===== config.mk =====
export PLATFORM = sky130hd
export DESIGN_NAME = apb_bridge_controller
export DESIGN_NICKNAME = d
export VERILOG_FILES = /design/src/rtl/apb_bridge_controller.sv
export SDC_FILE = /design/constraint.sdc
export NUM_CORES = 1
export LEC_CHECK = 0
export CAP_MARGIN = 20
export CORE_UTILIZATION = 25
export DETAILED_ROUTE_END_ITERATION = 12
export GPL_ROUTABILITY_DRIVEN = 0
export HOLD_SLACK_MARGIN = 0.15
export SLEW_MARGIN = 0
export SYNTH_ARGS = -nofsm -noshare
export SYNTH_HDL_FRONTEND = slang
export SYNTH_SLANG_ARGS = --single-unit

===== constraint.sdc =====
create_clock -name hclk -period 4.72 [get_ports hclk]
set_clock_uncertainty 0.1 [all_clocks]
set_input_delay 0.944 -clock hclk [delete_from_list [all_inputs] [get_ports hclk]]
set_output_delay 0.944 -clock hclk [all_outputs]
set_load 0.02 [all_outputs]

===== src/rtl/apb_bridge_controller.sv =====
// AHB-Lite to APB sequencing FSM: decodes three APB slaves, runs SETUP/ENABLE,
// stretches AHB data phases via hready_out and answers unmapped addresses with a two-cycle ERROR.
module apb_bridge_controller #(
  parameter int ADDR_W = 32,
  parameter int DATA_W = 32
) (
  input  logic              hclk,
  input  logic              hresetn,
  input  logic              hsel,
  input  logic [1:0]        htrans,
  input  logic              hwrite,
  input  logic [ADDR_W-1:0] haddr,
  input  logic [DATA_W-1:0] hwdata,
  input  logic [DATA_W-1:0] prdata,
  output logic              hready_out,
  output logic              hresp,
  output logic [DATA_W-1:0] hrdata,
  output logic              penable,
  output logic              pwrite,
  output logic [2:0]        pselx,
  output logic [ADDR_W-1:0] paddr,
  output logic [DATA_W-1:0] pwdata
);

  typedef enum logic [2:0] {
    S_IDLE, S_WDATA, S_SETUP, S_ENABLE, S_ERR1, S_ERR2
  } state_t;

  state_t              state_q, state_d;
  logic [ADDR_W-1:0]   addr_q, addr_d;
  logic [DATA_W-1:0]   wdata_q, wdata_d;
  logic [2:0]          sel_q, sel_d;
  logic                write_q, write_d;
  logic                hready_q, hresp_q, penable_q, pwrite_q;
  logic [2:0]          pselx_q;
  logic                valid;
  logic [2:0]          dec_sel;
  logic                apb_phase_d;
  logic                unused_htrans0;

  assign unused_htrans0 = htrans[0];

  // Only NONSEQ/SEQ while the previous data phase is completing are accepted.
  assign valid = hsel & htrans[1] & hready_q;

  always_comb begin
    dec_sel = 3'b000;
    case (haddr[ADDR_W-1 -: 6])
      6'h20:   dec_sel = 3'b001;
      6'h21:   dec_sel = 3'b010;
      6'h22:   dec_sel = 3'b100;
      default: dec_sel = 3'b000;
    endcase
  end

  always_comb begin
    state_d = state_q;
    addr_d  = addr_q;
    write_d = write_q;
    sel_d   = sel_q;
    wdata_d = wdata_q;
    case (state_q)
      S_IDLE, S_ENABLE, S_ERR2: begin
        if (valid) begin
          addr_d  = haddr;
          write_d = hwrite;
          sel_d   = dec_sel;
          if (dec_sel == 3'b000) state_d = S_ERR1;
          else if (hwrite)       state_d = S_WDATA;
          else                   state_d = S_SETUP;
        end else begin
          state_d = S_IDLE;
        end
      end
      S_WDATA: begin
        wdata_d = hwdata;
        state_d = S_SETUP;
      end
      S_SETUP: state_d = S_ENABLE;
      S_ERR1:  state_d = S_ERR2;
      default: state_d = S_IDLE;
    endcase
  end

  assign apb_phase_d = (state_d == S_SETUP) || (state_d == S_ENABLE);

  // Outputs are registered from the next state so they are glitch-free and
  // never combinational from the AHB side.
  always_ff @(posedge hclk or negedge hresetn) begin
    if (!hresetn) begin
      state_q   <= S_IDLE;
      addr_q    <= '0;
      wdata_q   <= '0;
      sel_q     <= 3'b000;
      write_q   <= 1'b0;
      hready_q  <= 1'b1;
      hresp_q   <= 1'b0;
      penable_q <= 1'b0;
      pwrite_q  <= 1'b0;
      pselx_q   <= 3'b000;
    end else begin
      state_q   <= state_d;
      addr_q    <= addr_d;
      wdata_q   <= wdata_d;
      sel_q     <= sel_d;
      write_q   <= write_d;
      hready_q  <= (state_d == S_IDLE) || (state_d == S_ENABLE) || (state_d == S_ERR2);
      hresp_q   <= (state_d == S_ERR1) || (state_d == S_ERR2);
      penable_q <= (state_d == S_ENABLE);
      pwrite_q  <= apb_phase_d & write_d;
      pselx_q   <= apb_phase_d ? sel_d : 3'b000;
    end
  end

  assign hready_out = hready_q;
  assign hresp      = hresp_q;
  assign penable    = penable_q;
  assign pwrite     = pwrite_q;
  assign pselx      = pselx_q;
  assign paddr      = addr_q;
  assign pwdata     = wdata_q;
  assign hrdata     = (penable_q && !pwrite_q) ? prdata : '0;

endmodule

==> results.json <==
{
  "status": "finished clean",
  "ys_warn_count": 0,
  "syn_inst": 227,
  "die_w_um": 116,
  "cts_root_buf": "clkbuf_16",
  "synth.distinct_cells": 33,
  "cts_tree": "yes",
  "drive_gt1_frac": 0.193,
  "cts_resized": 0,
  "fin_ws_ns": 1.51,
  "fp.dieH_um": 116,
  "fmax_mhz": 311,
  "cts.path.max_buffers": 2,
  "clk_latency_ns": 0.31,
  "cellPowerDensity_mw_per_mm2": 653,
  "pre_cts_ws_ns": 1.49,
  "grt_pass1_wl_um": 13200,
  "start_util": 0.256,
  "hp-class": "flop to flop",
  "final_nets": 534,
  "core-area_mm2": 0.0126,
  "grt_usage": 0.129,
  "ys_ff_latch": 78,
  "pin_count": 205,
  "finalSetupViolations": 0,
  "crit_fanout": 1,
  "tns_ns": 0,
  "cp.required_ns": 3.68,
  "cts_setup_buffers": 0,
  "synth.avg_cell_area_um2": 14.2,
  "ys_seq_area_frac": 0.605,
  "dp_hpwl_um": 6560,
  "dr.first_iter.drc_count": 60,
  "grt_max_degree": 79,
  "grt_pass1_vias": 2657,
  "ir_drop_v": 0.000288,
  "setup.worst_path.start_class": "input pin",
  "rsz0062_at_grt": "false",
  "min_period_ns": 3.21,
  "drcViolationCount": 0,
  "antenna_found_initial": 0,
  "synth_nets": 329,
  "overflow": 0,
  "routed_wl_um": 8670,
  "via_count": 2588,
  "cts_buffers": 9,
  "synth_area_mm2": 0.00323,
  "final_antenna_net_count": 0,
  "tightestPinTransition_ns": 0.791,
  "dieArea_mm2": 0.0134,
  "wl_per_cell_um": 14.3,
  "floorplan.rows": 41,
  "crit_type": "input pin to output pin",
  "maxSlewHeadroom": 0.471,
  "clk_pin_slew_ns": 0.06,
  "portBuffers": 203,
  "drv_cap": 0,
  "hold_viol": 0,
  "leakage_nw": 2.32,
  "n_antenna_cell": 0,
  "clock_sinks": 78,
  "timing.final.max_slew_violations": 0,
  "area_delta_synth_final_pct": 77.4,
  "fin_crit_sh": 0.681,
  "htree_levels": 3,
  "first_pass_iters": 4,
  "crit_path_end_kind": "output pin",
  "ff2ff_path_depth": 4,
  "hold_depth": 2,
  "cp.arrival_ns": 2.17,
  "via_per_inst": 4.26,
  "cts_hold_buffers": 0
}
[final cells by class]
class | instances | area [um2]
Multi-Input combinational cell | 135 | 1200
Sequential cell | 78 | 1950
Tap cell | 172 | 215
Clock inverter | 4 | 48.8
Inverter | 2 | 7.51
Fill cell | 1179 | 6890
Clock buffer | 11 | 233
Timing Repair Buffer | 206 | 2070
[per-layer routing]
layer / track usage / vias to the layer above / share of wire
met3: 0.0455 / 6 / 0.10
met1: 0.133 / 1263 / 0.36
met4: 0.0333 / 0 / 0.0062
met5: 0 / - / 0
met2: 0.246 / 127 / 0.53
li1: - / 1192 / -
[synthesized netlist by cell type (all sizes together)]
cell type | n | area [um2]
dfrtp | 77 | 1930
mux2 | 66 | 747
and2 | 33 | 206
buf | 6 | 47.5
clkbuf | 6 | 22.5
nand2 | 5 | 18.8
o21ai | 4 | 20.0
nand2b | 3 | 18.8
nor2 | 3 | 18.8
o31ai | 3 | 22.5
o32ai | 3 | 26.3
inv | 2 | 7.51
o41ai | 2 | 32.5
a21o | 1 | 7.51
a21oi | 1 | 5.00
a31oi | 1 | 6.26
and3 | 1 | 6.26
dfstp | 1 | 26.3
nand3 | 1 | 5.00
nor2b | 1 | 6.26
nor3 | 1 | 5.00
nor3b | 1 | 7.51
or2 | 1 | 6.26
or3 | 1 | 6.26
or4b | 1 | 10.0
xnor2 | 1 | 8.76
xor2 | 1 | 8.76
[placed cells by master (no fill, tap or decap)]
cell type        netlist  final
dfstp_2                1      1
a21oi_1                1      1
o32ai_1                3      3
o31ai_1                3      3
mux2_4                 1      1
nor3_1                 1      1
clkbuf_1               6      2
nor2_1                 2      1
buf_16                 0      1
nand2_1                5      5
dfrtp_1               77     77
mux2_2                61     61
clkdlybuf4s50_1        0    202
clkinv_4               0      1
o21ai_1                1      1
o41ai_2                2      2
or3_1                  1      1
o21ai_0                3      3
nor2_2                 0      1
mux2_1                 4      4
nand3_1                1      1
xnor2_1                1      1
nand2b_1               3      3
clkinv_2               0      2
nor2b_1                1      1
inv_1                  2      2
nor2_4                 1      1
and2_1                33     33
or2_1                  1      1
or4b_1                 1      1
nor3b_1                1      1
a21o_1                 1      1
and3_1                 1      1
buf_4                  0      3
clkbuf_16              0      9
a31oi_1                1      1
xor2_1                 1      1
bufinv_16              0      1
[sequential cells by signal, summed over array words and instances (netlist names)]
register    count
paddr          32
hready_out      1
state_q         3
write_q         1
hresp           1
pselx           3
pwrite          1
pwdata         32
penable         1
sel_q           3
[critical path, cell delays in order]
cell and delay (ns):
clkdlybuf4s50_1 0.50, and2_1 0.13, clkdlybuf4s50_1 0.59
[where the power goes]
part           internal, W  switching, W
sequential        0.000992      0.000166
clock             0.000406      0.000252
combinational      0.00104      0.000892
[logic make-up after synthesis]
| family | synth area share |
|---|---|
| and+or+nand+nor | 0.0976 |
| buffers and inverters | 0.0240 |
| muxes | 0.231 |
| DFF | 0.605 |
| xor gates and xnor gates | 0.00542 |
| AOI/OAI and AO/OA | 0.0372 |
[path summary, 6_finish.rpt]
path,from,to,slack [ns]
max in group asynchronous,hresetn,paddr[14]$_DFFE_PN0P_,3.48
worst min register to register,sel_q[1]$_DFF_PN0_,pselx[1]$_DFF_PN0_,0.37
worst min-delay path,sel_q[1]$_DFF_PN0_,pselx[1]$_DFF_PN0_,0.37
worst max-delay path,prdata[0],hrdata[0],1.51
worst max register to register,state_q[1]$_DFF_PN0_,paddr[7]$_DFFE_PN0P_,2.50
min in group asynchronous,hresetn,paddr[30]$_DFFE_PN0P_,0.47
[per-stage QoR]
step / instances / cell area, um2 / util / power, W / hold WS (ns)
3_3_place_gp: 592 / 5420 / 0.430 / 0.00309 / 0.357
2_1_floorplan: 227 / 3230 / - / 0.00220 / 0.341
6_report: 608 / 5730 / 0.454 / 0.00375 / 0.366
5_1_grt: 608 / 5730 / 0.454 / 0.00397 / 0.378
4_1_cts: 607 / 5700 / 0.452 / 0.00380 / 0.368
3_5_place_dp: 592 / 5420 / 0.430 / 0.00312 / 0.363
(Power assumes the default switching activity.)
==> RTL change: new RTL, same flow settings <==
The parameter `ADDR_W` goes from 32 to 24.
--- a/src/rtl/apb_bridge_controller.sv
+++ b/src/rtl/apb_bridge_controller.sv
@@ -1,7 +1,7 @@
 // AHB-Lite to APB sequencing FSM: decodes three APB slaves, runs SETUP/ENABLE,
 // stretches AHB data phases via hready_out and answers unmapped addresses with a two-cycle ERROR.
 module apb_bridge_controller #(
-  parameter int ADDR_W = 32,
+  parameter int ADDR_W = 24,
   parameter int DATA_W = 32
 ) (
   input  logic              hclk,
Ports: changed (resized haddr and paddr); port bits go from 205 to 189. The function was not compared with the original's and may differ.
==> RTL change against the unedited design <==
Worst setup slack better by 0.0018 ns. Final area decreased by 7.7%. Power fell by 5.7%. Synthesized cell count is 7.0% lower. Sequential cell count is 8 lower. Die area is 8.4% lower. Wire length is 11% lower. Synthesized area fell by 8.6%. Via count shrank 7.4%. Clock power up 13%. Critical endpoint is now hrdata[25].
==> RTL change: results (changes against the unedited design) <==
Synth
  – Top post-synthesis cells by count: dfrtp_1, mux2_2, and2_1, buf_2, nand2_1
  – Ranking of synthesized cells by area: dfrtp_1, mux2_2, and2_1
  – Yosys warns: 0 (unchanged)
  – Syn_nets: 305 (-7.3%)
  – Mapped Cells: 211 (-7.0%)
  – Sequential share of the synthesized area: 0.594 (-0.0109)
  – Yosys cell types: 32 (-3.0%)

Route
  – Drt first pass iters: 4 (unchanged)
  – Iter 0 DRT Violations: 64 (+6.7%)
  – Drt total wl: 7.74 mm (-11%)
  – Vias: 2,396 (-7.4%)

Global route
  – Vias in the first global route: 2,547 (-4.1%)
  – Total GRT Usage: 0.132 (+0.00279)
  – Pin count of the biggest net entering global routing: 71 (-10%)
  – Global-route wire length before repair: 12.8 mm (-2.9%)

Placed design
  – Dpl cells: 531 (-10%)
  – Port Buffer Count: 187 (-7.9%)
  – HPWL after DPL: 5.78 mm (-12%)
  – Pre-CTS setup slack: 1.50 ns (+0.0128 ns)

Floorplanning
  – Core ar.: 11,500 um^2 (-9.1%)

Clocking
  – Resized cells post-CTS: 0 (unchanged)
  – Setup Fix Bufs, Post-CTS: 0 (unchanged)
  – Later-pin clock latency in the skew report: around 0.32 ns
  – Clock-pin slew on the worst setup and hold paths: 0.05 ns
  – Clock buffer depth: 2 (unchanged)
  – Num CTS Buffers: 9 (unchanged)

Pwr
  – Pint: 2320 uW (-4.6%)
  – LEAKAGE: 0.00218 uW (-6.2%)
  – Worst vdd ir: 357 uV (+24%)

Worst hold path
  – Worst Hold Class: flop to flop

Finish
  – Layout fillers: 1,096 (-7.0%)
  – Diode count: 0 (unchanged)
  – Fin cells: 548 (-9.9%)
  – Fin nets: 494 (-7.5%)
  – Fraction of layout cells with a size suffix above 1: 0.202 (+0.00981)

Timing
  – Setup_tns: 0 ns (unchanged)
  – Least-Margin Pin Slew: 0.886 ns (+0.0955 ns)

Worst setup path
  – Largest fanout on the critical path: 1 (unchanged)

Status
  – Run status: finished, final reports clean
-- RTL change: path summary, 6_finish.rpt --
kind | start | end | depth (start not counted) | slack, ns
worst min register to register | sel_q[2] | pselx[2] | 2 | 0.39
worst max-delay path | prdata[25] | hrdata[25] | 3 | 1.51
worst min-delay path | sel_q[2] | pselx[2] | 2 | 0.39
max in group asynchronous | hresetn | paddr[10] | 1 | 3.31
worst max register to register | state_q[1] | paddr[7] | 5 | 2.53
min in group asynchronous | hresetn | paddr[5] | 1 | 0.64
-- RTL change: routing by layer --
| metal | vias up | track usage | share of wire |
|---|---|---|---|
| li1 | 1106 | - | - |
| met1 | 1153 | 0.142 | 0.39 |
| met2 | 127 | 0.236 | 0.51 |
| met3 | 10 | 0.0459 | 0.085 |
| met4 | 0 | 0.0507 | 0.014 |
| met5 | - | 0 | 0 |
-- RTL change: critical path, stage by stage --
cell and delay, ns:
clkdlybuf4s50_1 0.45, and2_1 0.16, clkdlybuf4s50_1 0.61
-- RTL change: kinds of logic (layout without fill, tap and decap cells) --
group | count (synthesis) | in the layout | share of synthesized area
muxes | 58 | 58 | 0.222
xor gates and xnor gates | 2 | 2 | 0.00593
DFF | 70 | 70 | 0.594
AOI/OAI and AO/OA | 15 | 15 | 0.0445
and+or+nand+nor | 52 | 52 | 0.104
buffers and inverters | 14 | 208 | 0.0292
-- RTL change: final cells by class --
cell class                 count  area (um^2)  area share
timing repair buffer         190         1900       0.358
sequential                    70         1750       0.332
multi-input combinational    127         1120       0.212
clock buffer                  11          253      0.0478
tap                          143          179      0.0338
clock inverter                 5         81.3      0.0154
inverter                       2         7.51     0.00142
-- RTL change: stage by stage --
| stage | instance area [um^2] | util |
|---|---|---|
| after floorplan | 2950 | - |
| after global placement | 4940 | 0.431 |
| after detailed placement | 4940 | 0.431 |
| after CTS | 5280 | 0.460 |
| after global routing | 5290 | 0.461 |
| final | 5290 | 0.461 |
-- RTL change: power by group through the flow --
stage / clock network, uW / logic [uW] / registers [uW]
after floorplan: 0 / 637 / 1360
after global placement: 0 / 1750 / 1030
after detailed placement: 0 / 1770 / 1050
after CTS: 769 / 1770 / 1040
after global routing: 797 / 1860 / 1080
final: 744 / 1750 / 1040
